--- src/rtl/mem_read_ctrl_pkg.sv ---
// Shared definitions for the memory read sequencer: state encoding and defaults.
package mem_read_ctrl_pkg;

    typedef enum logic [1:0] {
        ST_IDLE = 2'd0,
        ST_WAIT = 2'd1,
        ST_DONE = 2'd2,
        ST_ERR  = 2'd3
    } state_t;

    localparam int DEF_TIMEOUT = 16;
    localparam int DEF_CW      = 5;

endpackage

--- src/rtl/mem_read_ctrl_enreg.sv ---
// Enabled register with asynchronous clear; loads d when en is high.
module mem_read_ctrl_enreg #(
    parameter int W = 32
) (
    input  logic         clk,
    input  logic         rst,
    input  logic         en,
    input  logic [W-1:0] d,
    output logic [W-1:0] q
);

    always_ff @(posedge clk or posedge rst) begin
        if (rst)
            q <= '0;
        else if (en)
            q <= d;
    end

endmodule

--- src/rtl/mem_read_ctrl.sv ---
// Read-side sequencer: runs the req/ready handshake with memory, captures the word,
// pulses the destination-register load enable and bounds each access with a timeout.
module mem_read_ctrl
    import mem_read_ctrl_pkg::*;
#(
    parameter int AW      = 32,
    parameter int DW      = 32,
    parameter int TIMEOUT = DEF_TIMEOUT,
    parameter int CW      = DEF_CW
) (
    input  logic          clk,
    input  logic          rst,
    input  logic          req,
    input  logic [AW-1:0] addr,
    input  logic          clr,
    output logic          busy,
    output logic          mem_rd,
    output logic [AW-1:0] mem_addr,
    input  logic [DW-1:0] mem_rdata,
    input  logic          mem_ready,
    output logic [DW-1:0] rd_data,
    output logic          ld_en,
    output logic          done,
    output logic          err,
    output logic          overrun
);

    state_t        state_q;
    state_t        state_d;
    logic [CW-1:0] cnt_q;
    logic          accept;
    logic          drop;
    logic          last_wait;
    logic          capture;

    // New requests are taken only from IDLE or DONE; anywhere else they are lost.
    assign accept    = req && ((state_q == ST_IDLE) || (state_q == ST_DONE));
    assign drop      = req && ((state_q == ST_WAIT) || (state_q == ST_ERR));
    assign last_wait = (cnt_q == CW'(TIMEOUT - 1));
    assign capture   = (state_q == ST_WAIT) && mem_ready;

    always_ff @(posedge clk or posedge rst) begin
        if (rst)
            state_q <= ST_IDLE;
        else
            state_q <= state_d;
    end

    always_comb begin
        state_d = state_q;
        case (state_q)
            ST_IDLE: if (req) state_d = ST_WAIT;
            ST_WAIT: begin
                if (mem_ready)
                    state_d = ST_DONE;
                else if (last_wait)
                    state_d = ST_ERR;
            end
            ST_DONE: state_d = req ? ST_WAIT : ST_IDLE;
            ST_ERR:  state_d = ST_IDLE;
            default: state_d = ST_IDLE;
        endcase
    end

    always_comb begin
        busy   = 1'b0;
        mem_rd = 1'b0;
        ld_en  = 1'b0;
        done   = 1'b0;
        err    = 1'b0;
        case (state_q)
            ST_WAIT: begin
                busy   = 1'b1;
                mem_rd = 1'b1;
            end
            ST_DONE: begin
                ld_en = 1'b1;
                done  = 1'b1;
            end
            ST_ERR:  err = 1'b1;
            default: ;
        endcase
    end

    // The timeout compare stops the count before it can wrap, so no saturation is needed.
    always_ff @(posedge clk or posedge rst) begin
        if (rst)
            cnt_q <= '0;
        else if (accept)
            cnt_q <= '0;
        else if ((state_q == ST_WAIT) && !mem_ready && !last_wait)
            cnt_q <= cnt_q + 1'b1;
    end

    // A drop in the same cycle as clr keeps the flag set.
    always_ff @(posedge clk or posedge rst) begin
        if (rst)
            overrun <= 1'b0;
        else if (drop)
            overrun <= 1'b1;
        else if (clr)
            overrun <= 1'b0;
    end

    mem_read_ctrl_enreg #(.W(AW)) u_addr_reg (
        .clk (clk),
        .rst (rst),
        .en  (accept),
        .d   (addr),
        .q   (mem_addr)
    );

    mem_read_ctrl_enreg #(.W(DW)) u_data_reg (
        .clk (clk),
        .rst (rst),
        .en  (capture),
        .d   (mem_rdata),
        .q   (rd_data)
    );

endmodule
--- config.mk ---
export PLATFORM = sky130hd
export DESIGN_NAME = mem_read_ctrl
export DESIGN_NICKNAME = d
export VERILOG_FILES = /design/src/rtl/mem_read_ctrl_pkg.sv /design/src/rtl/mem_read_ctrl_enreg.sv /design/src/rtl/mem_read_ctrl.sv
export SDC_FILE = /design/constraint.sdc
export NUM_CORES = 1
export LEC_CHECK = 0
export ABC_CLOCK_PERIOD_IN_PS = 2930
export CAP_MARGIN = 15
export CORE_UTILIZATION = 34
export CTS_CLUSTER_SIZE = 25
export DETAILED_ROUTE_END_ITERATION = 7
export GPL_ROUTABILITY_DRIVEN = 0
export PLACE_DENSITY = 0.81
export SLEW_MARGIN = 30
export SYNTH_ARGS = -nofsm -noshare
export SYNTH_HDL_FRONTEND = slang
export SYNTH_SLANG_ARGS = --single-unit
--- constraint.sdc ---
create_clock -name clk -period 2.93 [get_ports clk]
set_input_delay 0.586 -clock clk [delete_from_list [all_inputs] [get_ports clk]]
set_output_delay 0.586 -clock clk [all_outputs]
set_load 0.03 [all_outputs]
==> metrics.cfg, run 1 <==
[setup_path]
max_stage_delay_ns=0.69
crit_slowest_cell=clkdlybuf4s50_1
crit_arrival_ns=1.73
required_ns=2.34
cp-end-kind=output pin
cp.buffers_inverters=2
r2r_cells=6
r2r-end=cnt_q[0]
crit_chain=nand2b_4 > inv_2 > clkdlybuf4s50_1
ff2ff_setup_slack_ns=1.08
timing.rr.start=cnt_q[0]
path_max_fanout=5
worst-setup-path-type=register to output pin
worst_setup_path_start_kind=register
crit_family=buffers and inverters

[final_layout]
area_delta_synth_final_pct=57.0
drive_gt1_share_pct=14.7
final_common_cell=clkdlybuf4s50_1
final_cell_mix=clkdlybuf4s50_1, nand2_1, dfrtp_1
nets=455
diodes=0
fin_util_pct=55.6

[floorplan]
die_w_um=95.0
placementRows=33
die_h_um=95.0
dieArea_mm2=0.00903
ios=139
start_util_pct=35.4
core_mm2=0.00830

[global_routing]
grt_pass1_vias=2398
antenna_found_initial=0
overflow=0
grt_usage_pct=16.8
grt_max_degree=41
grt_first_pass_wirelength_um=11400

[clocking]
cts_tree=yes
clk_transition_reported_paths_ns=0.08
ctsHtreeMaxLevel=3
tritoncts.num_buffers=9
cts_sinks=72
clk_latency_ns=0.32
cts_root_buffer=clkbuf_8
cts_buffer_depth=2
postCtsHoldBufs=0
ctsResizeCount=0
post_cts_buffers=0

[synth]
synth_top_cell_area_share_pct=61.3
yosys-top-cells-area=dfrtp_1, mux2_4, nand2_1
netlist_area_mm2=0.00294
synth_seq_cells=72
synth_top_cell_by_area=dfrtp_1
syn_avg_cell_area_um2=12.0
ys_seq_area_share_pct=61.3
yosys_warnings=0
synth_cell_type_count=26
syn_nets=316
synth_cells=245

[worst_hold_path]
min_path_type=register to register
whs_path_depth=2
hp-start=u_addr_reg.q[20]
whs_endpoint=u_addr_reg.q[20]

[timing]
finalCritPeriodShare_pct=79.1
setup_tns_ns=0
hold_violations=0
setup_ws_ns=0.611
grt_setup_unrepaired=false
finalCriticalPeriod_ns=2.32
max_freq_mhz=431
tightest_slew_ns=0.688
slew_violations=0
relSlewSlack_pct=54.1
setup-violations-final=0
fin_skew_ns=0.00558

[pwr]
combPwrFrac_pct=48.7
clkPwrFrac_pct=17.5
cell_internal_pwr_w=0.00294
ir_worst_vdd_v=0.000509
switching_share_pct=37.8
p_total_w=0.00473
p_sw_w=0.00179
p_seq_share_pct=33.9
power.density_mw_per_mm2=1020
power_leakage_nw=2.21

[route]
drc=0
viasPerCell=4.50
ant_nets=0
first_pass_iters=4
post_drt_wl_per_cell_um=13.9
drt-initial-drc-count=39
wirelength_um=6880
num_vias=2217

[run]
maxCapViolCount=0

[place]
dpl_worst_slack_ns=0.771
hpwl_um=4990
numPortBuffers=138

[run_status]
outcome=complete, no violations

==> state kept, by name, summed over array words and instances (netlist names) <==
register and flops:
u_data_reg.q 32, cnt_q 5, overrun 1, state_q 2
u_addr_reg.q 32
==> Yosys cell counts <==
master / count
mux2_4: 30
dfrtp_1: 72
nand4_1: 1
or4b_4: 1
nor2_1: 1
inv_1: 3
nand2b_4: 1
buf_6: 3
and2b_1: 1
buf_2: 4
inv_2: 1
buf_4: 2
mux2i_1: 2
nor2b_1: 1
ha_1: 2
o21ai_0: 2
nand3_1: 3
and2_1: 1
nor4b_4: 1
mux2_2: 2
nand2b_1: 1
o21ai_1: 2
and3_1: 1
nand2_1: 102
clkbuf_1: 4
nand2_4: 1
==> worst max path at each step <==
| stage | startpoint | endpoint | cells after the start |
|---|---|---|---|
| floorplan | rst | cnt_q[0] | 1 |
| global placement | mem_ready | u_data_reg.q[23] | 3 |
| detailed placement | mem_ready | u_data_reg.q[23] | 3 |
| CTS | state_q[1] | busy | 3 |
| global route | state_q[0] | ld_en | 2 |
| finish | state_q[1] | busy | 3 |
==> metrics by stage <==
stage	hold slack [ns]	area [um^2]	std cells
floorplan	0.437	2940	245
global placement	0.458	4410	478
detailed placement	0.461	4410	478
global route	0.506	4620	493
CTS	0.480	4620	493
finish	0.474	4620	493
==> worst reg2reg max path, stage by stage (launching register included) <==
cell,delay [ns]
dfrtp_1,0.41
ha_1,0.22
and3_1,0.18
ha_1,0.22
or4b_4,0.53
nand3_1,0.10
o21ai_1,0.08
==> power groups by stage <==
stage          Sequential (W)  Clock, W  Combinational, W
6_report              0.00160  0.000826           0.00230
5_1_grt               0.00165  0.000902           0.00244
4_1_cts               0.00160  0.000853           0.00233
3_5_place_dp          0.00161         0           0.00233
3_3_place_gp          0.00161         0           0.00227
2_1_floorplan         0.00230         0          0.000659
==> layer usage <==
metal  track usage, %  up-vias  share of wire (%)  wire [um]
li1                 -     1055                  -          -
met1             21.0     1066                 43       2950
met4             6.19        0                1.2         84
met3             4.63        8                6.8        466
met2             27.8       88                 49       3380
met5                0        -                  0          0
==> cells by family after synthesis <==
logic type	Yosys count	synth area share, %
flip-flops	72	61.3
AND/OR/NAND/NOR	116	17.1
AO/OA/AOI/OAI	4	0.681
buffers and inverters	17	3.36
multiplexers	34	16.8
adder cells (fa/ha/maj)	2	0.851
==> layout make-up <==
class	count	area (um^2)
inverters	4	15.0
multi-input cells	156	1040
fillers	700	3680
flip-flops and latches	72	1800
clock inverters	6	85.1
repair buffers	141	1420
clock buffers	9	124
well taps	105	131
No activity file was read; power rests on OpenSTA's default activity.
==> run 2, diff against run 1 <==
--- a/config.mk
+++ b/config.mk
@@ -5,13 +5,13 @@
 export SDC_FILE = /design/constraint.sdc
 export NUM_CORES = 1
 export LEC_CHECK = 0
-export ABC_CLOCK_PERIOD_IN_PS = 2930
+export ABC_CLOCK_PERIOD_IN_PS = 2050
 export CAP_MARGIN = 15
 export CORE_UTILIZATION = 34
 export CTS_CLUSTER_SIZE = 25
 export DETAILED_ROUTE_END_ITERATION = 7
 export GPL_ROUTABILITY_DRIVEN = 0
-export PLACE_DENSITY = 0.81
+export PLACE_DENSITY = 0.83
 export SLEW_MARGIN = 30
 export SYNTH_ARGS = -nofsm -noshare
 export SYNTH_HDL_FRONTEND = slang
==> constraint.sdc (replaced) <==
create_clock -name clk -period 2.05 [get_ports clk]
set_input_delay 0.41 -clock clk [delete_from_list [all_inputs] [get_ports clk]]
set_output_delay 0.41 -clock clk [all_outputs]
set_load 0.03 [all_outputs]
==> run 2 against run 1 <==
  * Wire length grew 3.2%
  * Flip-flop and latch count is the same
  * Register-to-register slack lost 0.88 ns
  * Non-clock buffer count grew 4
  * Power grew 42%
  * Critical path type unchanged
==> metrics.cfg, run 2 (synthesis results as in run 1) <==
[run_status]
outcome=complete, no violations  ; unchanged

[setup_path]
cp.buffers_inverters=2  ; unchanged
r2r_cells=6  ; unchanged
crit_family=buffers and inverters  ; unchanged
timing.rr.start=cnt_q[0]  ; unchanged
crit_arrival_ns=1.46  ; was 1.73 ns
worst-setup-path-type=register to output pin  ; unchanged
r2r-end=cnt_q[0]  ; unchanged
worst_setup_path_start_kind=register  ; unchanged
max_stage_delay_ns=0.45  ; was 0.69 ns
cp-end-kind=output pin  ; unchanged
crit_slowest_cell=dfrtp_1  ; was clkdlybuf4s50_1
path_max_fanout=5  ; unchanged
crit_chain=nand2b_4 > inv_2 > dlygate4sd2_1  ; was nand2b_4 > inv_2 > clkdlybuf4s50_1
required_ns=1.64  ; was 2.34 ns
ff2ff_setup_slack_ns=0.20  ; was 1.08 ns

[timing]
finalCritPeriodShare_pct=91.4
fin_skew_ns=0.00640  ; was 0.00558 ns
max_freq_mhz=534
finalCriticalPeriod_ns=1.87
hold_violations=0  ; unchanged
grt_setup_unrepaired=false  ; unchanged
fin_hold_ws_ns=0.479  ; was 0.474 ns
setup_ws_ns=0.177  ; was 0.611 ns
setup-violations-final=0  ; unchanged
relSlewSlack_pct=64.3  ; was 54.1%
tightest_slew_ns=0.535  ; was 0.688 ns
slew_violations=0  ; unchanged
setup_tns_ns=0  ; unchanged

[clocking]
cts_buffer_depth=2  ; unchanged
cts_root_buffer=clkbuf_8  ; unchanged
clk_latency_ns=0.34  ; was 0.32 ns
tritoncts.num_buffers=9  ; unchanged
post_cts_buffers=0  ; unchanged
ctsHtreeMaxLevel=3  ; unchanged
clk_transition_reported_paths_ns=0.07  ; was 0.08 ns
cts_tree=yes  ; unchanged
postCtsHoldBufs=0  ; unchanged
cts_sinks=72  ; unchanged

[pwr]
power_leakage_nw=2.25  ; was 2.21 nW
ir_worst_vdd_v=0.000552  ; was 0.000509 V
power.density_mw_per_mm2=1450  ; was 1020 mW/mm^2

[final_layout]
final_common_cell=clkdlybuf4s50_1  ; unchanged
final_cell_mix=clkdlybuf4s50_1, nand2_1, dfrtp_1  ; unchanged
drive_gt1_share_pct=15.8  ; was 14.7%
area_delta_synth_final_pct=58.0  ; was 57.0%
nets=459  ; was 455
fillCellCount=701  ; was 700
largestRegisters=u_addr_reg.q: 32 flops, u_data_reg.q: 32 flops, cnt_q: 5 flops  ; unchanged
final_area_mm2=0.00465  ; was 0.00462 mm^2
diodes=0  ; unchanged

[worst_hold_path]
whs_path_depth=2  ; unchanged
whs_endpoint=u_addr_reg.q[20]  ; unchanged
hp-start=u_addr_reg.q[20]  ; unchanged
min_path_type=register to register  ; unchanged

[place]
numPortBuffers=138  ; unchanged
place_area_mm2=0.00444  ; was 0.00441 mm^2
hpwl_um=5190  ; was 4990 um
dpl_worst_slack_ns=0.202  ; was 0.771 ns

[global_routing]
grt_max_degree=44  ; was 41
grt_usage_pct=16.0  ; was 16.8%
grt_first_pass_wirelength_um=10900  ; was 11400 um
grt_pass1_vias=2215  ; was 2398
overflow=0  ; unchanged
antenna_found_initial=0  ; unchanged

[route]
post_drt_wl_per_cell_um=14.3  ; was 13.9 um
wirelength_um=7100  ; was 6880 um
num_vias=2187  ; was 2217
ant_nets=0  ; unchanged
drt-initial-drc-count=42  ; was 39
drc=0  ; unchanged
first_pass_iters=4  ; unchanged
viasPerCell=4.39  ; was 4.50

[floorplan]
die_w_um=95.0  ; unchanged
die_h_um=95.0  ; unchanged
start_util_pct=35.4  ; unchanged
core_mm2=0.00830  ; unchanged
dieArea_mm2=0.00903  ; unchanged
placementRows=33  ; unchanged
ios=139  ; unchanged

[run]
maxCapViolCount=0  ; unchanged

==> run 2: cell types whose count changed in the layout (fill, tap and decap cells not counted), sizes merged <==
cell / delta
dlygate4sd2: +4
clkdlybuf4s50: -5
clkbuf: +3
clkinvlp: +2
dlymetal6s2s: +1
buf: +4
clkinv: -2
bufinv: -1
inv: -1
==> run 2: per-layer routing <==
metal	up-vias	global-route usage (%)	part of all wire, %
li1	1065	-	-
met3	7	6.94	7.9
met4	0	4.67	0.96
met1	1029	19.4	42
met5	-	0	0
met2	86	25.8	49
==> run 2: power by group <==
part           switching, W  internal (W)
Clock              0.000518      0.000629
Sequential         0.000331       0.00196
Combinational       0.00173       0.00157
Total               0.00258       0.00416
==> run 2: cell type report <==
| type | instances | area, um^2 | area share, % |
|---|---|---|---|
| Inverter | 4 | 18.8 | 0.404 |
| Multi-Input combinational cell | 156 | 1040 | 22.4 |
| Timing Repair Buffer | 145 | 1440 | 31.1 |
| Sequential cell | 72 | 1800 | 38.8 |
| Clock buffer | 12 | 155 | 3.34 |
| Tap cell | 105 | 131 | 2.83 |
| Clock inverter | 4 | 52.6 | 1.13 |
==> run 2: timing repair <==
item	in CTS	in global routing
cloned	0	0
setup endpoints to repair	5	1
gates resized for setup	5	1
==> run 2: how the worst max path moves through the flow <==
stage	slack, ns	from	end	depth (start not counted)
floorplan	0.30	cnt_q[0]	cnt_q[0]	6
global placement	0.24	mem_ready	cnt_q[0]	4
detailed placement	0.20	cnt_q[0]	cnt_q[0]	6
CTS	0.002	state_q[1]	err	2
global route	0.11	state_q[1]	mem_rd	3
finish	0.18	state_q[1]	mem_rd	3
==> run 2: per-stage QoR <==
step	instances	power (W)	utilization (%)
floorplan	245	0.00423	-
global placement	482	0.00556	53.5
detailed placement	482	0.00565	53.5
CTS	498	0.00682	56.0
global route	498	0.00708	56.0
finish	498	0.00674	56.0
==> run 2: worst min-delay path, delay by kind of cell, from the launching register on <==
| kind | cells | cell delay (ns) |
|---|---|---|
| flip-flops | 1 | 0.35 |
| AND/OR/NAND/NOR | 2 | 0.10 |
